==> config.mk <==
export PLATFORM = sky130hd
export DESIGN_NAME = dot_result_drain
export DESIGN_NICKNAME = d
export VERILOG_FILES = /design/src/rtl/dot_result_drain.sv
export SDC_FILE = /design/constraint.sdc
export NUM_CORES = 1
export LEC_CHECK = 0
export BUFFER_PORTS_ARGS = -buffer_cell sky130_fd_sc_hd__buf_4
export CORE_MARGIN = 3
export CORE_UTILIZATION = 45
export DETAILED_ROUTE_END_ITERATION = 6
export MAX_ROUTING_LAYER = met4
export PLACE_DENSITY = 0.64
export SLEW_MARGIN = 15
export SYNTH_ARGS = -nofsm -noshare
export SYNTH_HDL_FRONTEND = slang
export SYNTH_SLANG_ARGS = --single-unit
==> constraint.sdc <==
create_clock -name clk -period 14.2 [get_ports clk]
set_clock_uncertainty 0.1 [all_clocks]
set_input_delay 2.84 -clock clk [delete_from_list [all_inputs] [get_ports clk]]
set_output_delay 2.84 -clock clk [all_outputs]
set_load 0.05 [all_outputs]
==> src/rtl/dot_result_drain.sv <==
// dot_result_drain
//   Waits LAT cycles after a start pulse for the upstream dot-product engines
//   to settle. It then snapshots all N lane results and streams them one lane
//   per beat over a valid/ready port while summing them. After the last beat
//   it publishes the sum on 'total' with a one-cycle 'done' pulse.
//
// Ports
//   clk        clock, rising edge
//   rst        asynchronous active-high reset
//   start      one-cycle pulse: upstream engines began a new computation
//   c_in       N lane results, lane i at c_in[i*36 +: 36]
//   out_ready  downstream accepts the current beat
//   out_valid  out_data / out_idx / out_last are valid
//   out_data   result of lane out_idx
//   out_idx    lane number of out_data
//   out_last   marks the beat of lane N-1
//   total      sum of all lanes of the last completed drain
//   done       one-cycle pulse when total is updated
//   busy       high whenever the FSM is not idle
//   overrun    sticky: a start arrived while busy (cleared only by rst)

module dot_result_drain #(
  parameter int N   = 4,
  parameter int LAT = 8
) (
  input  logic                         clk,
  input  logic                         rst,
  input  logic                         start,
  input  logic [N*36-1:0]              c_in,
  input  logic                         out_ready,
  output logic                         out_valid,
  output logic [35:0]                  out_data,
  output logic [$clog2(N)-1:0]         out_idx,
  output logic                         out_last,
  output logic [36+$clog2(N)-1:0]      total,
  output logic                         done,
  output logic                         busy,
  output logic                         overrun
);

  localparam int IW = $clog2(N);
  localparam int AW = 36 + IW;
  // One extra bit so that LAT = 1 still gets a non-zero-width counter.
  localparam int CW = $clog2(LAT + 1);

  localparam logic [IW-1:0] LAST_IDX = IW'(N - 1);
  localparam logic [CW-1:0] CNT_END  = CW'(LAT - 1);

  typedef enum logic [1:0] {
    IDLE,
    WAIT,
    SEND,
    FIN
  } state_t;

  state_t          state;
  logic [CW-1:0]   cnt;
  logic [IW-1:0]   idx;
  logic [AW-1:0]   acc;
  logic [35:0]     shadow [N];

  logic [AW-1:0]   acc_next;
  logic [IW-1:0]   idx_next;

  // Lanes are zero-extended into the wider accumulator, so N full-scale
  // lanes can never wrap.
  assign acc_next = acc + AW'(shadow[idx]);
  assign idx_next = idx + IW'(1);

  assign out_idx  = idx;
  assign busy     = (state != IDLE);

  // Main control FSM. The shadow registers decouple the stream from c_in:
  // once captured, upstream may change c_in freely. The beat outputs are
  // reloaded only on a transfer, so they hold steady while out_ready is low.
  always_ff @(posedge clk or posedge rst) begin
    if (rst) begin
      state     <= IDLE;
      cnt       <= '0;
      idx       <= '0;
      acc       <= '0;
      out_valid <= 1'b0;
      out_data  <= '0;
      out_last  <= 1'b0;
      total     <= '0;
      done      <= 1'b0;
      overrun   <= 1'b0;
      for (int i = 0; i < N; i++) begin
        shadow[i] <= '0;
      end
    end else begin
      if (start && (state != IDLE)) begin
        overrun <= 1'b1;
      end

      case (state)
        IDLE: begin
          if (start) begin
            cnt   <= '0;
            state <= WAIT;
          end
        end

        WAIT: begin
          if (cnt == CNT_END) begin
            for (int i = 0; i < N; i++) begin
              shadow[i] <= c_in[i*36 +: 36];
            end
            idx       <= '0;
            acc       <= '0;
            out_data  <= c_in[35:0];
            out_valid <= 1'b1;
            out_last  <= 1'b0;
            state     <= SEND;
          end else begin
            cnt <= cnt + CW'(1);
          end
        end

        SEND: begin
          if (out_ready) begin
            acc <= acc_next;
            if (idx == LAST_IDX) begin
              out_valid <= 1'b0;
              out_last  <= 1'b0;
              total     <= acc_next;
              done      <= 1'b1;
              state     <= FIN;
            end else begin
              idx      <= idx_next;
              out_data <= shadow[idx_next];
              out_last <= (idx_next == LAST_IDX);
            end
          end
        end

        FIN: begin
          done  <= 1'b0;
          state <= IDLE;
        end

        default: state <= IDLE;
      endcase
    end
  end

endmodule

After elaboration in Yosys (flattened, before gate mapping)
Index checks and enable logic that the tools add are counted.
- bits in registers: 268
- word-level logic and storage cells: 83
- eq/ne operators: 12
- multiplexer cells: 36
- $lt $le $gt $ge: 2
- bitwise operators: 2
- reduce and logical (&&, ||, !) cells: 14
- $add $sub $neg: 3
- operators with widths (kind ; count):
    36-bit 2-to-1 mux ; 7
    36-bit binary-select mux with 2-bit select ; 2
    38-bit 2-to-1 mux ; 2
    38-bit case mux with 2 select lines ; 1
    36-bit case mux with 2 select lines ; 1
    38-bit by 36-bit adder with 38-bit output ; 1
    2-bit 2-to-1 mux ; 7
    2-bit inequality test, second input constant ; 6
    3-bit AND reduction ; 4
    4-bit AND reduction ; 3
    2-bit equality test, second input constant ; 4
    1-bit 2-to-1 mux ; 8
    4-bit 2-to-1 mux ; 2
    2-bit case mux with 4 select lines ; 1
    4-bit case mux with 2 select lines ; 1
    2-bit nonzero test ; 4
    3-bit >= comparator, second input constant ; 2
    2-bit NOT with 3-bit output ; 2
    1-bit case mux with 2 select lines ; 3
    4-bit by 1-bit adder with 4-bit output, second input constant ; 1
    4-bit by 3-bit equality test with 1-bit output, second input constant ; 1
    2-bit case mux with 2 select lines ; 1
    2-bit by 1-bit adder with 2-bit output, second input constant ; 1
    2-bit by 1-bit equality test with 1-bit output, second input constant ; 1
    3 further kinds ; 3

Longest topological paths before layout
- depth after elaboration: 8
- gate-level depth with buffers: 15
- depth with buffers taken out: 11

Least setup slack after synthesis
No wires, ideal clock.
- kind: register to register
- start point: reg idx[1], in the netlist out_idx[1]
- end point: reg total[23]
- library setup time: 125 ps
- data required time: 13975 ps
- slack: 9678 ps
- arrival: 4297 ps
- path buffers: 3
- stages on the path, launching flop included: 14
- clock period less this slack: 4522 ps
- cells stage by stage: dfrtp_1 -> clkbuf_1 -> buf_1 -> mux4_2 -> ha_1 -> clkbuf_2 -> and4_1 -> nand2_1 -> a211o_1 -> a21oi_4 -> o21ai_2 -> o31ai_4 -> xor2_1 -> mux2_2
- cells in the longest elaborated chain, start to end: 5
- ends and longest elaborated chain (what ; line ; source):
    start, declared ; 58 ; logic [IW-1:0] idx;
    start signal, assigned ; 130 ; idx <= idx_next;
    2-bit NOT with 3-bit output (not written as such) ; 67 ; assign acc_next = acc + AW'(shadow[idx]);
    36-bit binary-select mux with 2-bit select ; 67 ;
    36-bit 2-to-1 mux (not written as such) (2 in series) ; 67 ;
    38-bit by 36-bit adder with 38-bit output ; 67 ;
    end signal, assigned ; 126 ; total <= acc_next;
    end, declared ; 35 ; output logic [36+$clog2(N)-1:0] total,
Parallel ways exist; a longest one is shown, timed or not. The select of a mux whose other input is x is not followed.
A chain may end at the register's enable or synchronous reset.

Final worst setup path
- start point: reg idx[0], in the netlist out_idx[0]
- end point: out out_idx[0]
- RTL lines (what ; line ; source):
    end, declared ; 33 ; output logic [$clog2(N)-1:0] out_idx,
No word-level cell between the ends.

==> out/results.ini <==
[synthesis]
postSynthAreaPerCell_um2=9.74
synth_edf_count=0
synth_top_family_by_area=simple AND/OR/NAND/NOR gates
synthSimpleGateAreaFrac=0.191
ys_seq_area_frac=0.466
synth_cells=1477
netlist_area_um2=14400
synth_nets=1670
muxShareOfSynthArea=0.148
synth_fa_ha_area_frac=0.0396
async_flop_share=1.00
synth-compound-area-share=0.108
ys_seq_elements=268
synth-xor-area-share=0.0176
synth.distinct_cells=67
yosys_warnings=0
ys_dominant_reg_cell=dfrtp_1

[floorplan]
pin_count=229
die_h_um=185
start_util=0.463
fp.dieW_um=185
die_area_um2=34200
rows=64
coreArea_um2=31100

[setup_path]
rrSetupSlack_ns=9.63
reg2reg_depth=10
crit_path_start=out_idx[0]
r2r-start=out_idx[0]
criticalPathCategory=flip-flop to output port
path_max_fanout=51
critical_path.startpoint_type=flip-flop
r2r_end=total[33]
cp.required_ns=11.26
endpoint_kind=output port
crit_end=out_idx[0]
crit_arrival_ns=2.34

[sta]
finalCritPeriodShare=0.372
clock.fmax_mhz=189
tightestPinTransition_ns=0.978
finalSetupTns_ns=0
rsz0062_at_grt=false
finalSetupViolCount=0
relSlewSlack=0.348
final_hold_viol_count=0
finalCriticalPeriod_ns=5.28
slew_viol_final=0

[layout]
layout-drive-gt1-share=0.232
area_delta_synth_final_pct=20.5
fin_nets=1850
final_area_um2=17300

[clock_network]
ctsHtreeMaxLevel=1
cts.hold.buffers_added=0
cts_root_buffer=clkbuf_16
clk_pin_slew_ns=0.06
cts_resized=0
cts_setup_buffers=0
cts_tree=built
cts-buffers-inserted=29
cts_sinks=268
insertion_delay_ns=0.56
cts_max_path_buffers=3

[routing]
vias=11559
drtPass1Iterations=5
final_antenna_net_count=0
vias_per_cell=5.57
drc=0
wl_per_cell_um=19.1
drtIter0Drc=921
wl_mm=39.6

[job]
maxCapViolations=0

[pwr]
leakage_nw=7.99
worst_ir_drop_vdd_mv=0.130
power_mw=4.98
power_density_nw_per_um2=287

[global_route]
grt_pass1_wl_mm=62.8
grt_pass1_vias=11593
overflow=0
grt_max_degree=137
antenna_found_initial=1
gr-usage-all-layers=0.238

[run_status]
status=finished, final reports clean

[min_path]
min_path_type=flip-flop to flip-flop
hold_path.startpoint=overrun

[placed_design]
hpwl_mm=27.5
dpl_cell_area_um2=16400
port_buffers=228
place_congestion=0.842

[critical path: stages (launching register included)]
cell and delay [ns]:
dfrtp_4 0.69, buf_4 0.72, buf_4 0.33
[logic make-up (layout without fill, tap and decap cells)]
logic type,Yosys count,after routing
XOR/XNOR,29,29
buffers and inverters,106,307
adder cells (fa/ha/maj),45,45
AND/OR/NAND/NOR,684,684
AO/OA/AOI/OAI,223,223
other,0,1
flip-flops,268,268
multiplexers,122,122
[cell usage in the layout (no fill, tap or decap), types with 3 or more instances in the layout]
cell type / count
ha_1: 42
o21ai_1: 3
mux4_2: 72
inv_1: 14
o21ai_0: 33
buf_4: 240
bufinv_16: 3
clkbuf_8: 7
o32ai_1: 3
a211oi_1: 3
a31oi_1: 6
a21o_1: 21
o31ai_1: 8
xnor2_1: 20
dfrtp_1: 266
a21boi_0: 3
nand4_1: 11
nand3_1: 17
clkinv_2: 3
clkbuf_1: 9
and3_1: 7
nor3_1: 9
mux2i_1: 41
nor2b_1: 5
a21oi_1: 72
nor3b_1: 5
o21a_1: 5
a22o_1: 30
nand2_1: 545
mux2_2: 9
clkbuf_16: 29
xor2_1: 9
o211ai_1: 10
nor2_1: 62
and2_1: 6
[worst min path at each step]
| stage | end | slack [ns] | cells after the start |
|---|---|---|---|
| 3_5_place_dp | overrun | 0.36 | 1 |
| 5_1_grt | total[13] | 0.41 | 2 |
| 4_1_cts | overrun | 0.37 | 1 |
| 3_3_place_gp | overrun | 0.35 | 1 |
| 6_report | overrun | 0.37 | 1 |
| 2_1_floorplan | acc[31] | 0.36 | 2 |
[per-stage QoR]
step | util | instances | hold WS [ns] | worst slack (ns)
after detailed placement | 0.527 | 2022 | 0.356 | 8.64
after CTS | 0.558 | 2074 | 0.373 | 8.85
after global placement | 0.527 | 2022 | 0.353 | 8.65
final | 0.558 | 2075 | 0.369 | 8.92
after global routing | 0.558 | 2075 | 0.407 | 8.74
after floorplan | - | 1477 | 0.355 | 3.88
[synth_stat cells, drive strengths merged, types with 15 or more instances]
cell,count,area share
nand2,546,0.14
dfrtp,268,0.47
a21oi,76,0.028
mux4,72,0.11
nor2,62,0.016
clkbuf,60,0.016
ha,44,0.038
mux2i,41,0.029
o21ai,38,0.013
buf,31,0.0097
a22o,30,0.018
a21o,21,0.011
xnor2,20,0.012
nand3,17,0.0059
inv,15,0.0039
[area by class of cell]
class / count / area [um^2]
Inverter: 15 / 63.8
Tap cell: 396 / 495
Antenna cell: 1 / 2.50
Clock inverter: 7 / 125
Clock buffer: 45 / 856
Timing Repair Buffer: 240 / 1800
Fill cell: 2796 / 13700
Multi-Input combinational cell: 1103 / 7290
Sequential cell: 268 / 6710
[power breakdown]
group,switching [mW],total [mW],internal [mW],leakage (nW)
combinational,1.75,2.92,1.18,4.52
clock,0.310,0.778,0.468,0.482
sequential,0.233,1.28,1.05,2.98
[layer usage]
layer | vias up | part of all wire | track usage
met5 | - | 0 | -
met4 | 0 | 0.023 | 0.0558
met3 | 57 | 0.059 | 0.0344
met2 | 352 | 0.46 | 0.363
met1 | 5700 | 0.46 | 0.342
li1 | 5450 | - | -
[flip-flops by register name, indices dropped and copies added (netlist names)]
signal	count
acc	38
cnt	4
done	1
out_data	36
out_idx	2
out_last	1
out_valid	1
overrun	1
shadow	144
state	2
total	38
(Power assumes the default switching activity.)
